$ cat config.mk
export PLATFORM = sky130hd
export DESIGN_NAME = pipe_stage_bank
export DESIGN_NICKNAME = d
export VERILOG_FILES = /design/src/rtl/pipe_stage_bank.sv
export SDC_FILE = /design/constraint.sdc
export NUM_CORES = 1
export LEC_CHECK = 0
export ABC_AREA = 1
export CORE_MARGIN = 4
export CORE_UTILIZATION = 42
export CTS_CLUSTER_DIAMETER = 100
export DETAILED_ROUTE_END_ITERATION = 16
export PLACE_DENSITY = 0.86
export SLEW_MARGIN = 20
export SYNTH_ARGS = -nofsm -noshare
export SYNTH_HDL_FRONTEND = slang
export SYNTH_SLANG_ARGS = --single-unit
$ cat constraint.sdc
create_clock -name clk -period 1.66 [get_ports clk]
set_input_delay 0.332 -clock clk [delete_from_list [all_inputs] [get_ports clk]]
set_output_delay 0.332 -clock clk [all_outputs]
set_load 0.02 [all_outputs]
$ cat src/rtl/pipe_stage_bank.sv
// -----------------------------------------------------------------------------
// pipe_stage_bank
//   Elastic pipeline register bank carrying one packed payload through DEPTH
//   register stages with a valid/ready handshake, a global hold (hazard stall)
//   and a global flush. The low CTRL_W payload bits are control bits and are
//   forced to zero in every empty or squashed slot, so a bubble can never
//   write memory or the register file downstream.
//
// Optional feature macro: PIPE_PERF_EN
//   When defined, stall_cnt and flush_cnt are saturating performance counters.
//   When undefined, both outputs are tied to zero and no counter flops exist.
//
// Ports
//   clk        in   1               clock, rising edge
//   rst        in   1               synchronous reset, active high
//   in_valid   in   1               upstream slot valid
//   in_ready   out  1               bank accepts in_data this cycle (comb.)
//   in_data    in   WIDTH           upstream payload
//   hold       in   1               freeze all stages
//   flush      in   1               squash all stages and the incoming slot
//   out_valid  out  1               last stage valid
//   out_ready  in   1               downstream accepts
//   out_data   out  WIDTH           last-stage payload
//   occ        out  $clog2(DEPTH+1) number of valid stages (registered)
//   stall_cnt  out  CNT_W           stall cycles
//   flush_cnt  out  CNT_W           squashed valid slots
// -----------------------------------------------------------------------------
module pipe_stage_bank #(
    parameter int WIDTH  = 32,
    parameter int CTRL_W = 8,
    parameter int DEPTH  = 1,
    parameter int CNT_W  = 16
) (
    input  logic                       clk,
    input  logic                       rst,
    input  logic                       in_valid,
    output logic                       in_ready,
    input  logic [WIDTH-1:0]           in_data,
    input  logic                       hold,
    input  logic                       flush,
    output logic                       out_valid,
    input  logic                       out_ready,
    output logic [WIDTH-1:0]           out_data,
    output logic [$clog2(DEPTH+1)-1:0] occ,
    output logic [CNT_W-1:0]           stall_cnt,
    output logic [CNT_W-1:0]           flush_cnt
);

    localparam int OCC_W = $clog2(DEPTH + 1);

    // Mask selecting the control bits; built bitwise so CTRL_W=0 and
    // CTRL_W=WIDTH need no special-case slicing.
    function automatic logic [WIDTH-1:0] ctrl_mask_f();
        logic [WIDTH-1:0] m;
        for (int i = 0; i < WIDTH; i++) begin
            m[i] = (i < CTRL_W);
        end
        return m;
    endfunction

    localparam logic [WIDTH-1:0] CTRL_MASK = ctrl_mask_f();

    function automatic logic [OCC_W-1:0] popcount_f(input logic [DEPTH-1:0] vec);
        logic [OCC_W-1:0] c;
        c = {OCC_W{1'b0}};
        for (int i = 0; i < DEPTH; i++) begin
            c = c + OCC_W'(vec[i]);
        end
        return c;
    endfunction

    logic [DEPTH-1:0] v_r;
    logic [DEPTH-1:0] v_nxt_s;
    logic [WIDTH-1:0] d_r     [DEPTH];
    logic [WIDTH-1:0] d_nxt_s [DEPTH];
    logic [DEPTH-1:0] rdy_s;
    logic [OCC_W-1:0] occ_r;

    // Ready chain from the output back to stage 0; a local carry keeps the
    // chain free of self-referencing vector reads.
    always_comb begin
        logic carry;
        rdy_s = {DEPTH{1'b0}};
        carry = out_ready & ~hold;
        for (int k = DEPTH - 1; k >= 0; k--) begin
            carry    = (~v_r[k] | carry) & ~hold;
            rdy_s[k] = carry;
        end
    end

    // Next-state of every stage: flush squashes everything (even under hold),
    // otherwise each stage shifts forward when the stage after it is ready.
    always_comb begin
        v_nxt_s = v_r;
        for (int k = 0; k < DEPTH; k++) begin
            d_nxt_s[k] = d_r[k];
        end
        if (flush) begin
            v_nxt_s = {DEPTH{1'b0}};
            for (int k = 0; k < DEPTH; k++) begin
                d_nxt_s[k] = d_r[k] & ~CTRL_MASK;
            end
        end else begin
            for (int k = 1; k < DEPTH; k++) begin
                if (rdy_s[k]) begin
                    v_nxt_s[k] = v_r[k-1];
                    d_nxt_s[k] = v_r[k-1] ? d_r[k-1] : (d_r[k-1] & ~CTRL_MASK);
                end else begin
                    v_nxt_s[k] = v_r[k];
                    d_nxt_s[k] = d_r[k];
                end
            end
            if (rdy_s[0]) begin
                v_nxt_s[0] = in_valid;
                d_nxt_s[0] = in_valid ? in_data : (in_data & ~CTRL_MASK);
            end else begin
                v_nxt_s[0] = v_r[0];
                d_nxt_s[0] = d_r[0];
            end
        end
    end

    // Stage registers and occupancy, occupancy tracked from the next valid vector.
    always_ff @(posedge clk) begin
        if (rst) begin
            v_r   <= {DEPTH{1'b0}};
            occ_r <= {OCC_W{1'b0}};
            for (int k = 0; k < DEPTH; k++) begin
                d_r[k] <= {WIDTH{1'b0}};
            end
        end else begin
            v_r   <= v_nxt_s;
            occ_r <= popcount_f(v_nxt_s);
            for (int k = 0; k < DEPTH; k++) begin
                d_r[k] <= d_nxt_s[k];
            end
        end
    end

    assign in_ready  = rdy_s[0];
    assign out_valid = v_r[DEPTH-1];
    assign out_data  = d_r[DEPTH-1];
    assign occ       = occ_r;

`ifdef PIPE_PERF_EN
    localparam int               SUM_W   = CNT_W + OCC_W + 1;
    localparam logic [CNT_W-1:0] CNT_MAX = {CNT_W{1'b1}};

    logic [CNT_W-1:0] stall_cnt_r;
    logic [CNT_W-1:0] flush_cnt_r;
    logic [SUM_W-1:0] flush_sum_s;
    logic             stall_evt_s;

    // Squashed-slot total: valid stages plus the incoming slot if it was accepted.
    always_comb begin
        stall_evt_s = (v_r[DEPTH-1] & ~out_ready) | hold;
        flush_sum_s = SUM_W'(flush_cnt_r) + SUM_W'(popcount_f(v_r))
                    + SUM_W'(in_valid & rdy_s[0]);
    end

    // Saturating perf counters, cleared only by reset.
    always_ff @(posedge clk) begin
        if (rst) begin
            stall_cnt_r <= {CNT_W{1'b0}};
            flush_cnt_r <= {CNT_W{1'b0}};
        end else begin
            if (stall_evt_s && (stall_cnt_r != CNT_MAX)) begin
                stall_cnt_r <= stall_cnt_r + {{(CNT_W-1){1'b0}}, 1'b1};
            end else begin
                stall_cnt_r <= stall_cnt_r;
            end
            if (flush) begin
                flush_cnt_r <= (flush_sum_s > SUM_W'(CNT_MAX)) ? CNT_MAX
                                                               : flush_sum_s[CNT_W-1:0];
            end else begin
                flush_cnt_r <= flush_cnt_r;
            end
        end
    end

    assign stall_cnt = stall_cnt_r;
    assign flush_cnt = flush_cnt_r;
`else
    assign stall_cnt = {CNT_W{1'b0}};
    assign flush_cnt = {CNT_W{1'b0}};
`endif

endmodule

==> metrics.cfg, run 1 <==
[logic_synthesis]
seq_area_frac_synth_pct = 34.4
syn_avg_cell_area_um2 = 6.40
yosysTopAreaCell = dfxtp_1
synth_common_cells = inv_1 (76), nand2_1 (65), buf_4 (33), dfxtp_1 (33)
synth_flop_cell = dfxtp_1
netlist.area_leader.share_pct = 34.4
synthCells = 300
yosysWarnings = 0
synthTopCellsByArea = dfxtp_1 (34%), inv_1 (15%), buf_4 (13%)
yosysMostFrequentCell = inv_1
ys_ff_latch = 33
synth-edff-count = 0
yosysUniqueCellTypes = 18
async_flop_share_pct = 0
netlist_area_mm2 = 0.00192

[setup_path]
crit_path_start_kind = flip-flop
crit_buf_inv = 1
reg2reg_slack_ns = 0.31
required_ns = 1.33
cp.arrival_ns = 1.25
path_class = reg2out
r2r-start = occ
crit_chain = clkdlybuf4s50_1
path_depth = 1
crit_family = buffers and inverters
r2r_cells = 7
worst-path-max-fanout = 2
cpMaxStageDelayCell = clkdlybuf4s50_1
slowest_delay_ns = 0.62
crit_path_end_kind = output port
r2r-end = d_r[0][10]

[sta]
finalClockSkew_ns = 0.00386
finalSetupTns_ns = 0
slew_violations = 0
setup_viol = 0
setup_ws_ns = 0.0792
period_share_pct = 95.2
max_freq_mhz = 633
hold_viol_final = 0
fin_crit_ns = 1.58
rsz0062_at_grt = false

[route]
drtPass1Iterations = 4
vias_per_cell = 4.29
route.detailed.drc = 0
drt_wl_total_um = 4580
post_drt_wl_per_cell_um = 10.8
drt_iter0_markers = 116
vias = 1818
detail-route-antenna-nets = 0

[place]
gp_congestion = 0.683
dp_hpwl_um = 3310
place_ws_ns = -0.296
portBuffers = 72

[clock_network]
clockRootBuffer = clkbuf_8
clock-sinks = 33
clkTransAtPathRegs_ns = 0.07
cts_setup_buffers = 0
cts_htree_levels = 2
cts_buffers = 5
clkLatencyLatePin_ns = 0.28
cts_tree = done
cts-resized-gates = 4
cts.path.max_buffers = 2
postCtsHoldBufs = 0

[status]
status = finished clean

[layout]
syn2layout_area_growth_pct = 38.7
final_core_util_pct = 60.8
num_antenna_cells = 0
drive_gt1_share_pct = 6.99
layout.nets = 410

[global_routing]
use_met1_pct = 19.1
globalRouteOverflowTotal = 0
grt_pass1_vias = 1659
grtUsageTotal_pct = 16.2
gr-max-usage-layer = met2
grt_pass1_wl_um = 7170
grt_use_met2_pct = 28.5
met3_usage_pct = 4.22
grt_max_degree = 35
grt_antenna_before_repair = 0

[pwr]
p_leak_nw = 1.43
worst_ir_drop_vdd_v = 0.000406
power_density_mw_per_mm2 = 749

[run]
cap_violations = 0

[die]
die_x_um = 75.6
die_area_mm2 = 0.00572
start_util_pct = 43.8
io_pins = 105
die_h_um = 75.6
core_region_area_mm2 = 0.00438
row_count = 24

[min_path]
hp-start = d_r[0][1]
holdPathEnd = d_r[0][1]
hp-class = reg2reg
hold_depth = 2

## kinds of logic (layout without fill, tap and decap cells)
| logic type | count (synthesis) | after routing | share of synthesized area, % |
|---|---|---|---|
| AO/OA/AOI/OAI | 10 | 10 | 2.61 |
| flip-flops | 33 | 33 | 34.4 |
| buffers and inverters | 131 | 172 | 33.4 |
| AND/OR/NAND/NOR | 125 | 125 | 29.4 |
| other | 1 | 32 | 0.195 |
## area by class of cell
type	instances	area (um2)
fillers	411	1720
repair buffers	80	798
multi-input cells	167	734
flip-flops and latches	33	661
inverters	85	319
clock buffers	7	86.3
well taps	52	65.1
## power by group
| part | switching [mW] | internal [mW] | total, mW |
|---|---|---|---|
| Clock | 0.283 | 0.329 | 0.612 |
| Combinational | 0.292 | 0.231 | 0.523 |
| Sequential | 0.0234 | 0.837 | 0.860 |
## sequential cells by signal, summed over array words and instances (netlist names)
name,count
occ,1
d_r,32
## worst register-to-register path, cell delays in order, from the launching register on
cell     delay (ns)
dfxtp_1        0.36
nand2_4        0.08
buf_4          0.33
nand3_4        0.13
buf_12         0.18
nand2_1        0.08
inv_2          0.03
nor2_1         0.09
## worst max path at each step
stage | startpoint | end | slack [ns]
detailed placement | out_ready | in_ready | -0.30
global route | d_r[0][9] | out_data[9] | 0.02
global placement | out_ready | in_ready | -0.30
CTS | out_ready | in_ready | 0.004
floorplan | occ | in_ready | 0.39
finish | d_r[0][0] | out_data[0] | 0.08
## metal layers
metal  routed length (um)  up-vias  part of all wire (%)
met5                    0        -                     0
met4                   57        0                   1.2
met3                  353        5                   7.7
met2                 2300       72                    50
met1                 1870      791                    41
li1                     -      950                     -
## through the flow
step           power, mW  hold WS [ns]  cells  cell area, um2
2_1_floorplan       1.23         0.541    331            2040
3_3_place_gp        1.39         0.446    417            2580
3_5_place_dp        1.40         0.456    417            2580
4_1_cts             2.01         0.468    424            2670
5_1_grt             2.10         0.484    424            2660
6_report            2.00         0.468    424            2660
## cell usage in the layout (no fill, tap or decap)
master,netlist,layout
clkdlybuf4s50_1,0,69
dfxtp_1,33,33
dlygate4sd2_1,0,2
a21oi_1,9,9
clkbuf_2,0,1
clkinv_1,1,1
buf_12,0,2
nand2_4,1,1
nand4_1,24,24
nor2_1,24,24
nand2_2,1,1
nand3_1,9,9
inv_1,76,76
clkbuf_8,0,6
o21ai_0,1,1
buf_4,33,6
inv_2,8,8
nand3_4,1,1
nand2_1,65,65
clkbuf_1,2,1
conb_1,1,32
(Power assumes the default switching activity.)
==> run 2: changes to the inputs <==
--- a/config.mk
+++ b/config.mk
@@ -9,6 +9,7 @@
 export CORE_MARGIN = 4
 export CORE_UTILIZATION = 42
 export CTS_CLUSTER_DIAMETER = 100
+export CTS_CLUSTER_SIZE = 20
 export DETAILED_ROUTE_END_ITERATION = 16
 export PLACE_DENSITY = 0.86
 export SLEW_MARGIN = 20
==> results of run 2 <==
No change in the layout: final DEF, timing and power equal those of run 1.
